**src/rtl/imem_loader_if.sv**
```systemverilog
// Byte-stream input and instruction-memory word-write port of the program loader.
//
// Byte handshake: the source holds rx_data stable while rx_valid is high.
// A byte is consumed on the rising clk edge where rx_valid && rx_ready are both 1.
// rx_ready does not depend on rx_valid, and rx_valid may drop between bytes at any time.
// The imem write side has no back-pressure. The word is written on every cycle with imem_we=1.
interface imem_loader_if;
    logic [7:0]  rx_data;
    logic        rx_valid;
    logic        rx_ready;
    logic        imem_we;
    logic [31:0] imem_addr;
    logic [31:0] imem_wdata;

    // Byte source plus the memory that receives the writes
    modport master (
        output rx_data, rx_valid,
        input  rx_ready, imem_we, imem_addr, imem_wdata
    );

    // The loader itself
    modport slave (
        input  rx_data, rx_valid,
        output rx_ready, imem_we, imem_addr, imem_wdata
    );
endinterface

```
**src/rtl/imem_loader.sv**
```systemverilog
// Program loader: reads a byte stream with a 2-byte word count and then 4*N
// little-endian data bytes, and writes each assembled word into instruction memory.
// The CPU is held in stall while a session is in progress.
module imem_loader #(
    parameter int DEPTH = 64,
    parameter int AW    = 6
) (
    input  logic          clk,
    input  logic          rst_n,
    input  logic          i_load_start,
    imem_loader_if.slave  bus,
    output logic          o_cpu_hold,
    output logic          o_load_done,
    output logic          o_load_err,
    output logic [AW:0]   o_words_loaded,
    output logic [2:0]    o_state
);

    typedef enum logic [2:0] {
        S_IDLE  = 3'd0,
        S_LEN0  = 3'd1,
        S_LEN1  = 3'd2,
        S_DATA  = 3'd3,
        S_WRITE = 3'd4,
        S_DONE  = 3'd5,
        S_ERR   = 3'd6
    } state_t;

    state_t      r_state;
    state_t      w_next;
    logic [15:0] r_len;
    logic [31:0] r_word;
    logic [1:0]  r_byte_cnt;
    logic [AW:0] r_word_idx;

    logic        w_rx_ready;
    logic        w_take;
    logic [15:0] w_len;
    logic [15:0] w_idx_inc;

    assign w_take    = bus.rx_valid && w_rx_ready;
    // Full count as seen while the high byte is on the bus
    assign w_len     = {bus.rx_data, r_len[7:0]};
    assign w_idx_inc = 16'(r_word_idx) + 16'd1;

    // State register
    always_ff @(posedge clk) begin
        if (!rst_n) r_state <= S_IDLE;
        else        r_state <= w_next;
    end

    // Next-state decode
    always_comb begin
        w_next = r_state;
        case (r_state)
            S_IDLE:  if (i_load_start) w_next = S_LEN0;
            S_LEN0:  if (w_take) w_next = S_LEN1;
            S_LEN1: begin
                if (w_take) begin
                    if (w_len == 16'd0)             w_next = S_DONE;
                    else if (w_len > 16'(DEPTH))    w_next = S_ERR;
                    else                            w_next = S_DATA;
                end
            end
            S_DATA:  if (w_take && (r_byte_cnt == 2'd3)) w_next = S_WRITE;
            S_WRITE: w_next = (w_idx_inc == r_len) ? S_DONE : S_DATA;
            S_DONE:  if (i_load_start) w_next = S_LEN0;
            S_ERR:   if (i_load_start) w_next = S_LEN0;
            default: w_next = S_IDLE;
        endcase
    end

    // Datapath: word count, byte assembly (LSB first) and word index
    always_ff @(posedge clk) begin
        if (!rst_n) begin
            r_len      <= 16'd0;
            r_word     <= 32'd0;
            r_byte_cnt <= 2'd0;
            r_word_idx <= '0;
        end else begin
            case (r_state)
                S_IDLE, S_DONE, S_ERR: begin
                    if (i_load_start) begin
                        r_byte_cnt <= 2'd0;
                        r_word_idx <= '0;
                    end
                end
                S_LEN0:  if (w_take) r_len[7:0]  <= bus.rx_data;
                S_LEN1:  if (w_take) r_len[15:8] <= bus.rx_data;
                S_DATA: begin
                    if (w_take) begin
                        r_word     <= {bus.rx_data, r_word[31:8]};
                        r_byte_cnt <= r_byte_cnt + 2'd1;
                    end
                end
                S_WRITE: r_word_idx <= r_word_idx + 1'b1;
                default: ;
            endcase
        end
    end

    // Outputs decoded from the current state
    always_comb begin
        w_rx_ready  = 1'b0;
        bus.imem_we = 1'b0;
        o_cpu_hold  = 1'b0;
        o_load_done = 1'b0;
        o_load_err  = 1'b0;
        case (r_state)
            S_LEN0, S_LEN1, S_DATA: begin
                w_rx_ready = 1'b1;
                o_cpu_hold = 1'b1;
            end
            S_WRITE: begin
                bus.imem_we = 1'b1;
                o_cpu_hold  = 1'b1;
            end
            S_DONE:  o_load_done = 1'b1;
            S_ERR:   o_load_err  = 1'b1;
            default: ;
        endcase
    end

    assign bus.rx_ready   = w_rx_ready;
    assign bus.imem_addr  = 32'({r_word_idx[AW-1:0], 2'b00});
    assign bus.imem_wdata = r_word;
    assign o_words_loaded = r_word_idx;
    assign o_state        = r_state;

endmodule

```
**src/flat_wrapper.sv**
```systemverilog
// flat-port wrapper written by rule: the top's interface ports become plain ports
module imem_loader_flat 
#(
    parameter int DEPTH = 64,
    parameter int AW    = 6
)
  (clk, rst_n, i_load_start, o_cpu_hold, o_load_done, o_load_err, o_words_loaded, o_state, bus_rx_data, bus_rx_valid, bus_rx_ready, bus_imem_we, bus_imem_addr, bus_imem_wdata);
  imem_loader_if bus_i ();
  input  logic clk;
  input  logic rst_n;
  input  logic i_load_start;
  output logic o_cpu_hold;
  output logic o_load_done;
  output logic o_load_err;
  output logic [AW:0] o_words_loaded;
  output logic [2:0] o_state;
  input wire logic [$bits(bus_i.rx_data)-1:0] bus_rx_data;
  input wire logic [$bits(bus_i.rx_valid)-1:0] bus_rx_valid;
  output wire logic [$bits(bus_i.rx_ready)-1:0] bus_rx_ready;
  output wire logic [$bits(bus_i.imem_we)-1:0] bus_imem_we;
  output wire logic [$bits(bus_i.imem_addr)-1:0] bus_imem_addr;
  output wire logic [$bits(bus_i.imem_wdata)-1:0] bus_imem_wdata;
  assign bus_i.rx_data = bus_rx_data;
  assign bus_i.rx_valid = bus_rx_valid;
  assign bus_rx_ready = bus_i.rx_ready;
  assign bus_imem_we = bus_i.imem_we;
  assign bus_imem_addr = bus_i.imem_addr;
  assign bus_imem_wdata = bus_i.imem_wdata;
  imem_loader #(.DEPTH(DEPTH), .AW(AW)) u_core (.clk(clk), .rst_n(rst_n), .i_load_start(i_load_start), .bus(bus_i), .o_cpu_hold(o_cpu_hold), .o_load_done(o_load_done), .o_load_err(o_load_err), .o_words_loaded(o_words_loaded), .o_state(o_state));
endmodule
```
**config.mk**
```make
export PLATFORM = sky130hd
export DESIGN_NAME = imem_loader_flat
export DESIGN_NICKNAME = d
export VERILOG_FILES = /design/src/rtl/imem_loader_if.sv /design/src/rtl/imem_loader.sv /design/src/flat_wrapper.sv
export SDC_FILE = /design/constraint.sdc
export NUM_CORES = 1
export LEC_CHECK = 0
export CAP_MARGIN = 0
export CORE_MARGIN = 2
export CORE_UTILIZATION = 47
export CTS_CLUSTER_DIAMETER = 60
export CTS_CLUSTER_SIZE = 30
export DETAILED_ROUTE_END_ITERATION = 10
export GPL_TIMING_DRIVEN = 1
export HOLD_SLACK_MARGIN = 0.15
export PLACE_DENSITY = 0.8
export SETUP_SLACK_MARGIN = 0.02
export SLEW_MARGIN = 20
export SYNTH_ARGS = -nofsm -noshare
export SYNTH_HDL_FRONTEND = slang
export SYNTH_SLANG_ARGS = --single-unit
```
**constraint.sdc**
```tcl
create_clock -name clk -period 2.1 [get_ports clk]
set_clock_uncertainty 0.15 [all_clocks]
set_input_delay 0.42 -clock clk [delete_from_list [all_inputs] [get_ports clk]]
set_output_delay 0.42 -clock clk [all_outputs]
set_load 0.01 [all_outputs]
```
After elaboration in Yosys (flattened, before gate mapping)

Index checks and enable logic that the tools add are counted.

Bits of input ports: 12
Output and inout port bits: 79
Register bits after elaboration: 60

Order comparisons: 1
Muxes and demuxes: 18
Reductions and logical operators: 15
Equality and inequality tests: 13
Add/sub/neg operators: 3

Operators by type and width:

| kind                                                                  | count |
|---|---|
| 3-bit 2-to-1 mux                                                      | 7 |
| 16-bit equality test                                                  | 1 |
| 16-bit by 7-bit > comparator with 1-bit output, second input constant | 1 |
| 16-bit logical NOT                                                    | 1 |
| 3-bit one-hot mux with 5 select lines                                 | 1 |
| 7-bit one-hot mux with 2 select lines                                 | 1 |
| 2-bit by 1-bit != test with 1-bit output, second input constant       | 5 |
| 3-bit equality test, second input constant                            | 3 |
| 7-bit by 1-bit adder with 8-bit output, second input constant         | 1 |
| 2-bit AND reduction                                                   | 4 |
| 7-bit by 1-bit adder with 7-bit output, second input constant         | 1 |
| 7-bit 2-to-1 mux                                                      | 1 |
| 3-bit by 2-bit equality test with 1-bit output, second input constant | 2 |
| 3-bit OR reduction                                                    | 2 |
| 1-bit 2-to-1 mux                                                      | 5 |
| 2-bit 2-to-1 mux                                                      | 2 |
| 2-bit one-hot mux with 2 select lines                                 | 1 |
| 4-bit AND reduction                                                   | 1 |
| 2-bit nonzero test                                                    | 2 |
| 4-bit OR reduction                                                    | 1 |
| 3-bit by 1-bit equality test with 1-bit output, second input constant | 1 |
| 3-bit logical NOT                                                     | 1 |
| 3-bit AND reduction                                                   | 1 |
| 2-bit by 1-bit adder with 2-bit output, second input constant         | 1 |
| 2 further kinds                                                       | 3 |

Depth between registers and ports, before layout

Gate-level depths: netlist of the first run.

Word-level depth: 7
Mapped depth: 7

Least setup slack after synthesis of the first run

OpenSTA, ideal clock, no wires.

Path type: flip-flop to flip-flop
Start point: register u_core.r_word_idx[0], in the netlist u_core.o_words_loaded[0]
End point: register u_core.r_state[2], in the netlist u_core.o_state[2]
Arrival: 1.633 ns
Library setup time: 0.059 ns
Cell stages (with the launch flop): 8
Buffers on the path: 0
Required time: 1.891 ns
Slack: 0.258 ns
Clock period less this slack: 1.842 ns
Cells stage by stage: dfxtp_1 ha_1 nand3_1 or2_2 xnor2_1 nand4_1 a21oi_2 a31o_1

Word-level cells in the longest chain between the ends: 4

Ends and longest elaborated chain:

| element                                | RTL line          | source |
|---|---|---|
| from (decl)                            | imem_loader.sv:34 | `logic [AW:0] r_word_idx;` |
| from (signal assigned)                 | imem_loader.sv:96 | `S_WRITE: r_word_idx <= r_word_idx + 1'b1;` |
| 7-bit by 1-bit adder with 8-bit output | imem_loader.sv:44 | `assign w_idx_inc = 16'(r_word_idx) + 16'd1;` |
| 16-bit equality test                   | imem_loader.sv:66 | `S_WRITE: w_next = (w_idx_inc == r_len) ? S_DONE : S_DATA;` |
| 3-bit 2-to-1 mux                       | imem_loader.sv:66 |  |
| 3-bit one-hot mux with 5 select lines  | imem_loader.sv:55 | `case (r_state)` |
| to (signal assigned)                   | imem_loader.sv:49 | `else r_state <= w_next;` |
| to (decl)                              | imem_loader.sv:29 | `state_t r_state;` |

Every way passes these cells.
A chain may end at the register's enable or synchronous reset.

Worst setup path after layout of the first run

Start point: register u_core.r_state[0], in the netlist u_core.o_state[0]
End point: output o_state[0]

RTL lines:

| element   | RTL line           | source |
|---|---|---|
| to (decl) | flat_wrapper.sv:16 | `output logic [2:0] o_state;` |

No word-level cell between the ends.

==> PnR_summary.wiki, run 1 <==
{| class="wikitable"
! Metric !! Value
|-
| Result of the run || finished clean
|-
| Post-layout nets || approximately 470
|-
| Post-synthesis mux area share || 0.663%
|-
| Die width || 84.2 um
|-
| WP data arrival || 1.43 ns
|-
| Number of global-route vias before repair || 2532
|-
| Detail Route Antenna Nets || 0
|-
| CTS tree || yes
|-
| Leading cell types in the layout, fill and taps excluded || sky130_fd_sc_hd__nand2_1 (108), sky130_fd_sc_hd__clkdlybuf4s50_1 (59), sky130_fd_sc_hd__a21boi_0 (56), sky130_fd_sc_hd__dfxtp_1 (56), sky130_fd_sc_hd__conb_1 (26)
|-
| Number of different library cells in the post-synthesis netlist || 43
|-
| Maximum number of pins on one net before global-route repair || 43
|-
| Most common library cell in the layout ignoring fill and taps || sky130_fd_sc_hd__nand2_1
|-
| Path depth of the worst reg2reg path || 6
|-
| Grt ovf || 0
|-
| Number of diodes added for antenna fixing || 0
|-
| Synthesized flop and latch total || 60
|-
| Site Rows || 29
|-
| Vias/cell || 5.17
|-
| Initial standard-cell utilization of the core || 48.1%
|-
| Worst setup slack for register-to-register paths || 0.23 ns
|-
| Fill cell instance count of the final layout || 528
|-
| DRT iter0 DRCs || 163
|-
| Leakage power summed over all cells || 0.00146 uW
|-
| Final number of max-transition violations || 0
|-
| Number of antenna violations at the first check in global routing || 0
|-
| Die Ht || 84.2 um
|-
| Crit path time final || 2.00 ns
|-
| Area fraction in and, or, nand and nor cells after synthesis || 24.2%
|-
| Worst-case hold slack || 0.314 ns
|-
| Largest fanout of any net on the critical path || 12
|-
| Dominant combinational cell family by area after synthesis || simple AND/OR/NAND/NOR gates
|-
| Depth of the worst hold-timing path || 2
|-
| Worst endpoint required time || 1.53 ns
|-
| Type of the worst setup path || flop to primary output
|-
| Total power divided by cell area || between 600 and 700 nW/um2
|-
| Sort of element at the start of the critical path || flop
|-
| Detailed Routing Iterations Pass 1 || 4
|-
| Peak supply drop || 0.592 mV
|-
| Synthesized area per cell || 7.95 um2
|-
| Endpoint class of the critical path || primary output
|-
| Sequential area share after synthesis || between 30% and 40%
|-
| Syn Inst Count || 380
|-
| Adder-cell share of the synthesized area || 0.829%
|-
| Root Driver || sky130_fd_sc_hd__clkbuf_8
|-
| Die footprint || approximately 7100 um2
|-
| Final weighted congestion in routability-driven placement || between 0.8 and 0.9
|-
| DP Wirelength || between 4000 and 5000 um
|-
| Latest clock arrival within the worst-skew pair || 0.34 ns
|-
| Final Non-Filler Cells || between 500 and 600
|-
| Number of placed instances, taps included || between 500 and 600
|-
| Buffer levels on the longest clock path || 2
|-
| Number of clock sinks || 60
|-
| Overall via count from detail_route || 2766
|-
| DR WL/cell || 13.1 um
|-
| Count of buffers inserted at the top-level ports || 64
|-
| FMAX || 499 MHz
|-
| Number of remaining DRC errors || 0
|-
| I/O Pins || 91
|-
| First-pass GRT wire length || 11600 um
|-
| Warnings from Yosys || 0
|-
| Area of the core || 6280 um2
|-
| Final worst path period share || between 90 and 100%
|-
| Num CTS Buffers || 9
|-
| GRT Overall Usage || 20.3%
|-
| Path class of the lowest-slack min-delay path || flop to flop
|-
| Layout cell share with drive strength beyond 1 || 11.8%
|-
| Detailed Route WL || 7000 um
|-
| Layout overhead on the synthesized area || 31.6%
|-
| Compound-Gate Fraction of Synth Area || 19.9%
|-
| Post-CTS Hold Buffers || 0
|-
| Post-CTS clock slew at the launch and capture registers of the worst setup and hold paths || roughly 0.070 ns
|-
| H-tree levels || 3
|-
| Xor-xnor portion of the synthesized cell area || 3.19%
|-
| Synthesized area || 3020 um2
|-
| Number of hold violations in the final report || 0
|-
| Endpoints failing setup || 0
|-
| Number of max-cap violations || 0
|}
==> final cells by class <==
class	instances	area (um2)	share of cell area (%)
sequential	60	1210	30.4
inverter	3	11.3	0.283
clock inverter	5	83.8	2.11
timing repair buffer	89	843	21.2
tap	77	96.3	2.43
clock buffer	11	151	3.81
multi-input combinational	290	1580	39.8
==> repair_timing <==
action	CTS	global route
endpoints found under the setup margin	5	5
resized for setup	7	5
pin swaps	1	0
cloned	0	0
setup buffers	1	0
==> synth_stat cells, drive strengths merged <==
master | instances | area, um2
nand4 | 3 | 18.8
nand2 | 108 | 405
inv | 3 | 11.3
o22ai | 2 | 12.5
nand3 | 7 | 40.0
o41ai | 1 | 8.76
a21oi | 5 | 28.8
a22o | 1 | 8.76
xnor2 | 9 | 78.8
a22oi | 2 | 15.0
nand3b | 1 | 7.51
or2 | 1 | 6.26
o2111ai | 1 | 8.76
buf | 39 | 280
dfxtp | 60 | 1200
nand2b | 1 | 6.26
nor2 | 16 | 67.6
nor2b | 7 | 43.8
conb | 1 | 3.75
mux2i | 2 | 20.0
a31oi | 1 | 6.26
ha | 2 | 25.0
xor2 | 2 | 17.5
nor3 | 1 | 5.00
o211ai | 1 | 7.51
clkbuf | 13 | 48.8
a31o | 1 | 8.76
and2 | 6 | 37.5
nor4 | 6 | 37.5
or3 | 4 | 27.5
nor4b | 1 | 8.76
a311o | 2 | 20.0
a21boi | 56 | 420
and3 | 3 | 20.0
o21ai | 11 | 55.1
==> where the power goes <==
part | internal, uW | switching, uW
Combinational | 162 | 190
Sequential | 1160 | 25.0
Clock | 734 | 465
Total | 2060 | 681
==> cell families (layout without fill, tap and decap cells) <==
logic type	after synthesis	after routing
AND/OR/NAND/NOR	165	165
other	1	26
buffers and inverters	55	108
flip-flops	60	60
XOR/XNOR	11	11
multiplexers	2	2
AO/OA/AOI/OAI	84	84
adder cells (fa/ha/maj)	2	2
==> worst max-delay path: stages (launching register included) <==
cell and delay, ns:
sky130_fd_sc_hd__dfxtp_2 0.36, sky130_fd_sc_hd__buf_4 0.18, sky130_fd_sc_hd__clkdlybuf4s50_1 0.55
==> metal layers <==
metal	track usage, %	share of wire [%]	vias up	wire length [um]
met1	24.9	43	1304	3030
met2	33.0	49	87	3470
met5	0	0	-	0
met4	7.48	1.0	0	72
met3	6.98	6.2	8	437
li1	-	-	1367	-
==> flip-flops by register name, indices dropped and copies added (netlist names) <==
signal and cells:
u_core.o_words_loaded 7, u_core.bus.imem_wdata 32, u_core.r_byte_cnt 2, u_core.o_state 3, u_core.r_len 16
==> through the flow <==
stage	utilization [%]	setup slack (ns)	setup TNS (ns)	power (uW)	cell area, um2
detailed placement	59.2	-0.249	-0.666	1550	3710
global placement	59.2	-0.218	-0.358	1540	3710
floorplan	-	0.258	0	1440	3110
global route	63.3	-0.00539	-0.00539	2850	3970
finish	63.3	0.0979	0	2740	3970
CTS	63.1	0.0257	0	2760	3960
==> worst paths after layout <==
path                            startpoint                        to
hold / removal    u_core.bus.imem_wdata[6]  u_core.bus.imem_wdata[6]
setup reg to reg           u_core.r_len[3]         u_core.o_state[2]
hold reg to reg   u_core.bus.imem_wdata[6]  u_core.bus.imem_wdata[6]
setup / recovery         u_core.o_state[0]                o_state[0]
Note: power is estimated with default switching activity, not from simulation.
==> run 2: changes to the inputs <==
- CELL_PAD_IN_SITES_DETAIL_PLACEMENT: default -> 0
- CELL_PAD_IN_SITES_GLOBAL_PLACEMENT: default -> 2
- CORE_UTILIZATION: 47 -> 26
- PLACE_DENSITY: 0.8 -> default
- PLACE_DENSITY_LB_ADDON: default -> 0.1
==> PnR_summary.wiki, run 2 (synthesis results as in run 1) <==
{| class="wikitable"
! Metric !! Value
|-
| Result of the run || finished clean
|-
| HP Start || u_core.r_len[11]
|-
| FMAX || 497 MHz
|-
| Type of the worst setup path || flop to primary output
|-
| Top delay family on crit path || buffers and inverters
|-
| Post-layout nets || 477
|-
| Slowest cell delay on critical path || approximately 0.53 ns
|-
| Number of hold violations in the final report || 0
|-
| Path class of the lowest-slack min-delay path || flop to flop
|-
| Grt ovf || 0
|-
| Site Rows || 39
|-
| Total power divided by cell area || between 700 and 800 nW/um2
|-
| Vias/cell || about 4.4
|-
| Worst-path cell chain || buf_4 -> clkdlybuf4s50_1
|-
| Leading cell types in the layout, fill and taps excluded || sky130_fd_sc_hd__nand2_1 (108), sky130_fd_sc_hd__clkdlybuf4s50_1 (58), sky130_fd_sc_hd__dfxtp_1 (58)
|-
| Count of buffers inserted at the top-level ports || 64
|-
| Most common library cell in the layout ignoring fill and taps || sky130_fd_sc_hd__nand2_1
|-
| Slowest cell on the critical path || sky130_fd_sc_hd__clkdlybuf4s50_1
|-
| Layout overhead on the synthesized area || 40.9%
|-
| WP data arrival || 1.44 ns
|-
| Crit path time final || 2.01 ns
|-
| Layout cell share with drive strength beyond 1 || 14.1%
|-
| CP startpoint || u_core.o_words_loaded[0]
|-
| Number of flip-flops under the largest register name || 32
|-
| Wire length on met1 || 3910 um
|-
| Sort of element at the start of the critical path || flop
|-
| Number of global-route vias before repair || 2620
|-
| Die Ht || 112 um
|-
| Detailed Route WL || slightly above 8000 um
|-
| Reg-to-Reg Start || u_core.o_words_loaded[0]
|-
| First-pass GRT wire length || roughly 13000 um
|-
| Metal2 WL || 3660 um
|-
| Number of remaining DRC errors || 0
|-
| Share of total power consumed by net switching || 23.5%
|-
| I/O Pins || 91
|-
| DP Wirelength || 5660 um
|-
| Endpoint class of the critical path || primary output
|-
| Endpoints failing setup || 0
|-
| Die footprint || 12500 um2
|-
| Detail Route Antenna Nets || 0
|-
| Number of placed instances, taps included || between 500 and 600
|-
| Overall via count from detail_route || 2696
|-
| Post-CTS clock slew at the launch and capture registers of the worst setup and hold paths || 0.05 ns
|-
| Num CTS Buffers || 9
|-
| Total power || roughly 3300 uW
|-
| Total Negative Setup Slacks || 0 ns
|-
| Final Non-Filler Cells || 611
|-
| P_sw || 765 uW
|-
| Length of routed met3 wiring || 336 um
|-
| DRT iter0 DRCs || 120
|-
| Gate power share || 11.6%
|-
| Maximum number of pins on one net before global-route repair || 42
|-
| Final worst path period share || 95.8%
|-
| Part of the total power dissipated in the clock network || 51.9%
|-
| Number of clock sinks || 60
|-
| Number of max-cap violations || 0
|-
| H-tree levels || 3
|-
| Leakage power summed over all cells || 0.00155 uW
|-
| Peak supply drop || 0.271 mV
|-
| DR WL/cell || roughly 13 um
|-
| Crit path buffers/inverters || 2
|-
| Highest routed metal layer || met4
|-
| Final weighted congestion in routability-driven placement || 0.759
|-
| Number of antenna violations at the first check in global routing || 0
|-
| Detailed Routing Iterations Pass 1 || 4
|-
| Largest fanout of any net on the critical path || 5
|-
| Initial standard-cell utilization of the core || 26.6%
|-
| Die width || around 110 um
|-
| Number of diodes added for antenna fixing || 0
|-
| CTS tree || yes
|-
| Post-CTS Hold Buffers || 0
|-
| Final number of max-transition violations || 0
|-
| Reg power frac || 36.5%
|-
| Latest clock arrival within the worst-skew pair || 0.33 ns
|-
| Area of the core || ~11000 um2
|-
| Internal power consumption || 2490 uW
|-
| Root Driver || sky130_fd_sc_hd__clkbuf_16
|-
| Buffer levels on the longest clock path || 2
|-
| Worst endpoint required time || 1.53 ns
|-
| GRT Overall Usage || 13.4%
|}
[run 2: tightest hold or removal path, cell delays in order, from the launching register on]
cell and delay, ns:
sky130_fd_sc_hd__dfxtp_1 0.30, sky130_fd_sc_hd__nand2_1 0.05, sky130_fd_sc_hd__a21boi_0 0.06
[run 2: area by class of cell]
type / instances / area [um2]
clock buffer: 11 / 233
clock inverter: 5 / 100
fill: 1201 / 7120
inverter: 3 / 11.3
multi-input combinational: 290 / 1610
sequential: 60 / 1210
tap: 143 / 179
timing repair buffer: 99 / 917
[run 2: timing repair]
item                                    in CTS  in global routing
buffers inserted                             2                  0
endpoints found under the setup margin       6                 16
pin swaps                                    1                  0
gates cloned                                 0                  0
resized for setup                           10                  5
hold endpoints to repair                     0                  0
[run 2: power groups by stage]
stage          registers [uW]  clock network [uW]  logic [uW]
2_1_floorplan            1210                   0         237
3_3_place_gp             1210                   0         368
3_5_place_dp             1210                   0         366
4_1_cts                  1190                1730         375
5_1_grt                  1190                1780         420
6_report                 1190                1690         379
[run 2: worst paths after layout]
kind	endpoint	slack (ns)	cells after the start
min reg2reg	u_core.r_len[11]	0.31	2
min	u_core.r_len[11]	0.31	2
max reg2reg	u_core.o_state[2]	0.27	7
max	bus_imem_addr[2]	0.09	2
[run 2: routing by layer]
metal / GRT usage, % / vias to the layer above
met4: 6.67 / 0
met2: 20.0 / 63
met3: 3.05 / 9
li1: - / 1381
met1: 18.3 / 1243
met5: 0 / -
[run 2: stage by stage]
| stage | utilization, % | hold WS, ns | cell area (um2) | worst slack (ns) |
|---|---|---|---|---|
| finish | 37.4 | 0.310 | 4250 | 0.0889 |
| floorplan | - | 0.293 | 3110 | 0.258 |
| global route | 37.4 | 0.333 | 4250 | -0.00524 |
| global placement | 34.0 | 0.302 | 3870 | -0.260 |
| detailed placement | 34.0 | 0.307 | 3870 | -0.317 |
| CTS | 37.2 | 0.315 | 4230 | 0.0539 |
